## src/rtl/pipe_fifo.sv

```systemverilog
// pipe_fifo: synchronous valid/ready FIFO acting as a timing cut between two
// pipeline stages. Storage words have no reset; pointers, wrap flags and the
// occupancy counter reset to zero. Depth need not be a power of two.
module pipe_fifo #(
  parameter int DW = 32,
  parameter int DP = 4,
  localparam int CW = $clog2(DP + 1),
  localparam int AW = (DP > 1) ? $clog2(DP) : 1
) (
  input  logic          clk,
  input  logic          rst_n,
  input  logic          i_vld,
  output logic          i_rdy,
  input  logic [DW-1:0] i_dat,
  output logic          o_vld,
  input  logic          o_rdy,
  output logic [DW-1:0] o_dat,
  output logic [CW-1:0] cnt
);

  logic [AW-1:0] rd_ptr;
  logic [AW-1:0] wr_ptr;
  logic          rd_wrap;
  logic          wr_wrap;
  logic [DW-1:0] mem [DP];

  logic          push;
  logic          pop;
  logic          ptr_eq;
  logic          empty;
  logic          full;
  logic [AW:0]   wr_nxt;
  logic [AW:0]   rd_nxt;

  // Advance a pointer by one entry, toggling its wrap flag when it passes the
  // last slot. Returns {wrap, ptr}.
  function automatic logic [AW:0] ptr_adv(input logic [AW-1:0] ptr,
                                          input logic          wrap);
    if (ptr == AW'(DP - 1)) begin
      return {~wrap, AW'(0)};
    end
    return {wrap, ptr + AW'(1)};
  endfunction

  // Flags depend only on registered pointers, so neither handshake output has
  // a combinational path from the opposite handshake input.
  assign ptr_eq = (rd_ptr == wr_ptr);
  assign empty  = ptr_eq & (rd_wrap == wr_wrap);
  assign full   = ptr_eq & (rd_wrap != wr_wrap);
  assign i_rdy  = ~full;
  assign o_vld  = ~empty;
  assign push   = i_vld & i_rdy;
  assign pop    = o_vld & o_rdy;
  assign wr_nxt = ptr_adv(wr_ptr, wr_wrap);
  assign rd_nxt = ptr_adv(rd_ptr, rd_wrap);

  // Head word: plain read of storage, never bypassed from i_dat.
  assign o_dat = mem[rd_ptr];

  // Storage write on an accepted push.
  // NOTE: the data array has no reset; o_vld already qualifies its contents,
  // and leaving it out keeps the reset net off every storage bit.
  always_ff @(posedge clk) begin
    if (push) begin
      mem[wr_ptr] <= i_dat;
    end
  end

  // Write pointer and wrap flag, loaded on push.
  // NOTE: all state updates use non-blocking assignments so every flop samples
  // pre-edge values regardless of block evaluation order.
  always_ff @(posedge clk or negedge rst_n) begin
    if (!rst_n) begin
      wr_ptr  <= '0;
      wr_wrap <= 1'b0;
    end else if (push) begin
      wr_wrap <= wr_nxt[AW];
      wr_ptr  <= wr_nxt[AW-1:0];
    end
  end

  // Read pointer and wrap flag, loaded on pop.
  always_ff @(posedge clk or negedge rst_n) begin
    if (!rst_n) begin
      rd_ptr  <= '0;
      rd_wrap <= 1'b0;
    end else if (pop) begin
      rd_wrap <= rd_nxt[AW];
      rd_ptr  <= rd_nxt[AW-1:0];
    end
  end

  // Occupancy counter: push-only increments, pop-only decrements. Bounds hold
  // because push is blocked when full and pop is blocked when empty.
  always_ff @(posedge clk or negedge rst_n) begin
    if (!rst_n) begin
      cnt <= '0;
    end else begin
      case ({push, pop})
        2'b10:   cnt <= cnt + CW'(1);
        2'b01:   cnt <= cnt - CW'(1);
        default: cnt <= cnt;
      endcase
    end
  end

endmodule

```

## config.mk

```make
export PLATFORM = sky130hd
export DESIGN_NAME = pipe_fifo
export DESIGN_NICKNAME = d
export VERILOG_FILES = /design/src/rtl/pipe_fifo.sv
export SDC_FILE = /design/constraint.sdc
export NUM_CORES = 1
export LEC_CHECK = 0
export CORE_ASPECT_RATIO = 0.9
export CORE_MARGIN = 2
export CORE_UTILIZATION = 58
export DETAILED_ROUTE_END_ITERATION = 8
export GPL_TIMING_DRIVEN = 0
export HOLD_SLACK_MARGIN = 0.05
export PLACE_DENSITY = 0.84
export SLEW_MARGIN = 20
export SYNTH_ARGS = -nofsm -noshare
export SYNTH_HDL_FRONTEND = slang
export SYNTH_SLANG_ARGS = --single-unit
```

## constraint.sdc

```tcl
create_clock -name clk -period 8.7 [get_ports clk]
set_input_delay 2.175 -clock clk [delete_from_list [all_inputs] [get_ports clk]]
set_output_delay 2.175 -clock clk [all_outputs]
set_load 0.01 [all_outputs]
```

==> reports/qor.yml, run 1 <==
cts.sinks: 137
syn_inst: 231
drv_slew: 0
yosysWarnings: 0
syn-num-nets: 274
cts_inserted_buffers: 17
synth_top_area_share: 0.726
htree_levels: 4
clk_path_buf_depth: 2
setup.worst_path.end: "o_dat[12]"
layout-drive-gt1-share: 0.257
yosys-top-cells-area: "edfxtp_1 73%, mux4_2 14%, dfrtp_1 4.3%"
nets: 368
fin_setup_tns_ns: 0
syn_avg_cell_area_um2: 22.9
num_vias: 2624
reg2reg_slack_ns: 6.22
leakage_uw: 0.00231
period_minus_slack_ns: 4.65
ys_seq_area_frac: 0.769
layout_common_cells: "128 x edfxtp_1, 71 x clkdlybuf4s50_1, 32 x mux4_2"
synthesis.area_um2: 5290
avgViaCountPerCell: 5.70
die-area_um2: 9910
fin_worst_skew_ns: 0.00934
fillers: 545
io_pins: 73
critPathLaunch: "rd_ptr[1]"
hold_viol: 0
cp_data_arrival_time_ns: 2.48
start_util: 0.588
drc: 0
gr-usage-all-layers: 0.215
cp-start-kind: "flip-flop"
die_h_um: 94.6
grt-ovfl-total: 0
critPathKind: "flip-flop to output pin"
cts_tree: "done"
min_from: "cnt[2]"
rsz0062_at_grt: "false"
core_area_um2: 9000
r2r_cells: 9
path_clk_slew_ns: 0.06
post-cts-setup-buffers: 0
grt_pass1_vias: 2699
wl_per_cell_um: 21.2
required_ns: 6.53
relSlewSlack: 0.482
maxCapViolations: 0
portBuffers: 71
multi_input_area_um2: 1160
row_count: 33
grt_max_degree: 21
clock-root-buffer: "clkbuf_8"
tightest_slew_ns: 0.776
ir_drop_uv: 201
area_growth_pct: 29.2
wirelength_um: 9770
insertion_delay_ns: 0.52
gp_congestion: 0.761
grt_pass1_wl_um: 15000
period_share: 0.535
power_density_nw_per_um2: 374
synth_cell_types: 37
post_cts_resized: 0
die_x_um: 105
worst_r2r_endpoint: "cnt[2]"
reg2reg_from: "rd_ptr[0]"
detail-route-antenna-nets: 0
worstHoldPathType: "flip-flop to flip-flop"
antenna_cells: 0
yosysTopAreaCell: "edfxtp_1"
layout_commonest_cell: "edfxtp_1"
status: "complete, no violations"
antenna_found_initial: 0
ys_ff_latch: 137
crit_fanout: 10
clock.fmax_mhz: 215
final_util: 0.760
drtPass1Iterations: 4
setup_viol: 0
hold_buffers: 0
dp_hpwl_um: 6090
drt_iter0_markers: 156
register_area_um2: 4070
crit_path_end_kind: "output pin"
==> area by class of cell <==
| cell class | count | area share |
|---|---|---|
| Tap cell | 122 | 0.0223 |
| Timing Repair Buffer | 75 | 0.120 |
| Sequential cell | 137 | 0.595 |
| Clock buffer | 18 | 0.0611 |
| Buffer | 9 | 0.0104 |
| Multi-Input combinational cell | 81 | 0.169 |
| Inverter | 4 | 0.00219 |
| Clock inverter | 14 | 0.0201 |
==> cells by family (layout without fill, tap and decap cells) <==
| kind of cell | Yosys count | after routing | share of synthesized area |
|---|---|---|---|
| flops | 137 | 137 | 0.769 |
| simple gates | 19 | 19 | 0.0203 |
| fa+ha+maj | 7 | 7 | 0.0180 |
| buf+inv | 13 | 120 | 0.0163 |
| mux | 33 | 33 | 0.138 |
| xor+xnor | 9 | 9 | 0.0177 |
| compound gates | 13 | 13 | 0.0208 |
==> flip-flops by register name (all words and copies together), names as in the netlist <==
name / count
cnt: 3
mem: 128
rd_ptr: 2
rd_wrap: 1
wr_ptr: 2
wr_wrap: 1
==> how the worst min path moves through the flow <==
stage / endpoint / slack [ns] / cells after the start
after floorplan: cnt[2] / 0.50 / 1
after global placement: cnt[2] / 0.45 / 1
after detailed placement: cnt[2] / 0.46 / 1
after CTS: cnt[2] / 0.47 / 1
after global routing: cnt[2] / 0.50 / 1
final: cnt[2] / 0.46 / 1
==> critical path, cell delays in order (launching register included) <==
cell             delay [ns]
dfrtp_1                0.37
buf_6                  0.16
clkbuf_1               0.49
mux4_2                 0.43
clkdlybuf4s50_1        0.52
==> metrics by stage <==
step	total power (uW)	cells	hold slack, ns	worst slack [ns]	area (um^2)
2_1_floorplan	1490	231	0.504	4.07	5290
3_3_place_gp	1840	424	0.454	2.81	6160
3_5_place_dp	1920	428	0.456	4.58	6290
4_1_cts	2590	460	0.469	4.03	6840
5_1_grt	2680	460	0.497	3.92	6840
6_report	2560	460	0.464	4.05	6840
==> report_power, final <==
group,internal (uW),switching (uW)
clock,385,278
sequential,894,58.5
combinational,505,439
total,1780,776
==> cell usage after synthesis (all sizes together) <==
master,instances
edfxtp,128
mux4,32
dfrtp,9
buf,7
ha,6
nand2,6
xnor2,5
and3,4
inv,4
xor2,4
a21oi,2
a31oi,2
clkbuf,2
nand3,2
nor2,2
nor3,2
o31a,2
o32a,2
a211oi,1
a21boi,1
a21o,1
a221o,1
a311oi,1
and2,1
and2b,1
and4,1
fa,1
mux2,1
==> metal layers <==
metal,vias to the layer above,share of wire,track usage
met1,1359,0.42,0.283
li1,1157,-,-
met2,96,0.51,0.344
met3,12,0.055,0.0711
met4,0,0.011,0.0778
met5,-,0,0
Note: power is estimated with default switching activity, not from simulation.
==> run 2, diff against run 1 <==
--- a/config.mk
+++ b/config.mk
@@ -7,11 +7,11 @@
 export LEC_CHECK = 0
 export CORE_ASPECT_RATIO = 0.9
 export CORE_MARGIN = 2
-export CORE_UTILIZATION = 58
+export CORE_UTILIZATION = 54
 export DETAILED_ROUTE_END_ITERATION = 8
 export GPL_TIMING_DRIVEN = 0
 export HOLD_SLACK_MARGIN = 0.05
-export PLACE_DENSITY = 0.84
+export PLACE_DENSITY = 0.79
 export SLEW_MARGIN = 20
 export SYNTH_ARGS = -nofsm -noshare
 export SYNTH_HDL_FRONTEND = slang
==> constraint.sdc (replaced) <==
create_clock -name clk -period 4.9 [get_ports clk]
set_input_delay 1.225 -clock clk [delete_from_list [all_inputs] [get_ports clk]]
set_output_delay 1.225 -clock clk [all_outputs]
set_load 0.01 [all_outputs]
==> reports/qor.yml, run 2 (same netlist as run 1, synthesis figures left out) <==
status: "complete, no violations"
setup_viol: 0  # unchanged
cp_num_buf_inv: 3  # unchanged
antenna_cells: 0  # unchanged
grt_pass1_wl_um: 15500  # +2.8%
area_growth_pct: 29.9
avgViaCountPerCell: 5.74  # +0.57%
post_cts_resized: 0  # unchanged
wl_per_cell_um: 21.2  # about the same
maxCapViolations: 0  # unchanged
layout_common_cells: "128 x edfxtp_1, 71 x clkdlybuf4s50_1, 32 x mux4_2"
crit_chain: "buf_6 -> clkbuf_1 -> mux4_2 -> clkdlybuf4s50_1"
hold_buffers: 0  # unchanged
drt_iter0_markers: 135  # -13%
core_area_um2: 9610  # +6.8%
drc: 0  # unchanged
power_density_nw_per_um2: 678  # +81%
antenna_found_initial: 0  # unchanged
setup_slack_ns: 1.16  # -2.88 ns
grt_max_degree: 25  # +19%
portBuffers: 71  # unchanged
cts_tree: "done"
total_power_uw: 4660  # +82%
grt_pass1_vias: 2834  # +5.0%
io_pins: 73  # unchanged
clk_path_buf_depth: 2  # unchanged
start_util: 0.551  # -0.0375
relSlewSlack: 0.521  # +0.0382
largest_register_ffs: 128  # unchanged
gr-usage-all-layers: 0.204  # -0.0111
layout_commonest_cell: "edfxtp_1"
period_minus_slack_ns: 3.74
drtPass1Iterations: 4  # unchanged
path_clk_slew_ns: 0.06  # about the same
cp-start-kind: "flip-flop"
cp_data_arrival_time_ns: 2.51  # +0.03 ns
crit_slowest_cell: "clkdlybuf4s50_1"
dp_hpwl_um: 5990  # -1.7%
combinationalPowerShare: 0.360  # -0.009
die_x_um: 108  # +3.5%
insertion_delay_ns: 0.52  # about the same
wirelength_um: 9860  # +0.92%
hold_viol: 0  # unchanged
tightest_slew_ns: 0.719  # -0.0573 ns
nets: 368  # unchanged
num_vias: 2662  # +1.4%
critical_path.top_delay_family: "buffers and inverters"
crit_fanout: 10  # unchanged
leakage_uw: 0.00233  # +0.68%
drv_slew: 0  # unchanged
regMostFlops: "mem"
period_share: 0.763
clock.fmax_mhz: 267
clockPowerShare: 0.278  # +0.019
critPathKind: "flip-flop to output pin"
clock-root-buffer: "clkbuf_8"
seqPwrFrac: 0.362  # -0.010
fin_worst_skew_ns: 0.00841  # -0.000926 ns
detail-route-antenna-nets: 0  # unchanged
htree_levels: 4  # unchanged
crit_path_end_kind: "output pin"
gp_congestion: 0.729  # -4.2%
post-cts-setup-buffers: 0  # unchanged
p_switching_uw: 1400  # +80%
switching_share: 0.300  # -0.00328
cts_inserted_buffers: 17  # unchanged
internal-power_uw: 3270  # +83%
die-area_um2: 10600  # +7.1%
grt-ovfl-total: 0  # unchanged
ir_drop_uv: 365  # +82%
layout-drive-gt1-share: 0.260  # +0.00296
rsz0062_at_grt: "false"
largestRegisters: "mem x128, cnt x3"
dp_worst_setup_slack_ns: 1.70  # -2.89 ns
cts.sinks: 137  # unchanged
worst_path_largest_cell_delay_ns: 0.52  # about the same
required_ns: 3.67  # -2.86 ns
row_count: 34  # +3.0%
worstHoldPathType: "flip-flop to flip-flop"
die_h_um: 97.9  # +3.5%
## run 2: cell count changes in the layout (fill, tap and decap cells not counted), sizes merged
cell | previous run | this run
bufinv | 1 | 3
clkinvlp | 0 | 1
clkinv | 8 | 3
inv | 9 | 11
## run 2: path summary, 6_finish.rpt
| path | to | depth (start not counted) | startpoint | slack [ns] |
|---|---|---|---|---|
| worst max-delay path | o_dat[12] | 4 | rd_ptr[1] | 1.16 |
| worst min-delay path | cnt[2] | 1 | cnt[2] | 0.47 |
| worst max register to register | cnt[2] | 9 | rd_ptr[0] | 2.46 |
| worst min register to register | cnt[2] | 1 | cnt[2] | 0.47 |
| max in group asynchronous | rd_ptr[0] | 1 | rst_n | 3.57 |
| min in group asynchronous | rd_wrap | 1 | rst_n | 1.02 |
## run 2: power by group through the flow
| stage | Combinational, uW | Clock (uW) | Sequential [uW] |
|---|---|---|---|
| 2_1_floorplan | 947 | 0 | 1690 |
| 3_3_place_gp | 1580 | 0 | 1710 |
| 3_5_place_dp | 1680 | 0 | 1710 |
| 4_1_cts | 1700 | 1310 | 1690 |
| 5_1_grt | 1800 | 1370 | 1710 |
| 6_report | 1680 | 1290 | 1690 |
## run 2: metal layers
layer  vias to the layer above  global-route usage  routed length [um]
met3                        14              0.0554                 500
met2                        91               0.332                5150
met4                         0              0.0759                 136
met1                      1406               0.267                4080
li1                       1151                   -                   -
met5                         -                   0                   0
## run 2: area by class of cell
cell class | instances | area [um^2]
Clock inverter | 14 | 185
Inverter | 4 | 15.0
Sequential cell | 137 | 4070
Timing Repair Buffer | 75 | 806
Fill cell | 607 | 2740
Multi-Input combinational cell | 81 | 1160
Buffer | 9 | 71.3
Tap cell | 126 | 158
Clock buffer | 18 | 418
## run 2: metrics by stage
stage | utilization | setup TNS [ns] | std cells | hold slack (ns) | instance area [um^2]
after global routing | 0.716 | 0 | 464 | 0.504 | 6880
after global placement | 0.641 | -1.84 | 428 | 0.455 | 6160
final | 0.716 | 0 | 464 | 0.474 | 6880
after CTS | 0.716 | 0 | 464 | 0.478 | 6880
after floorplan | - | 0 | 231 | 0.504 | 5290
after detailed placement | 0.653 | 0 | 432 | 0.465 | 6280
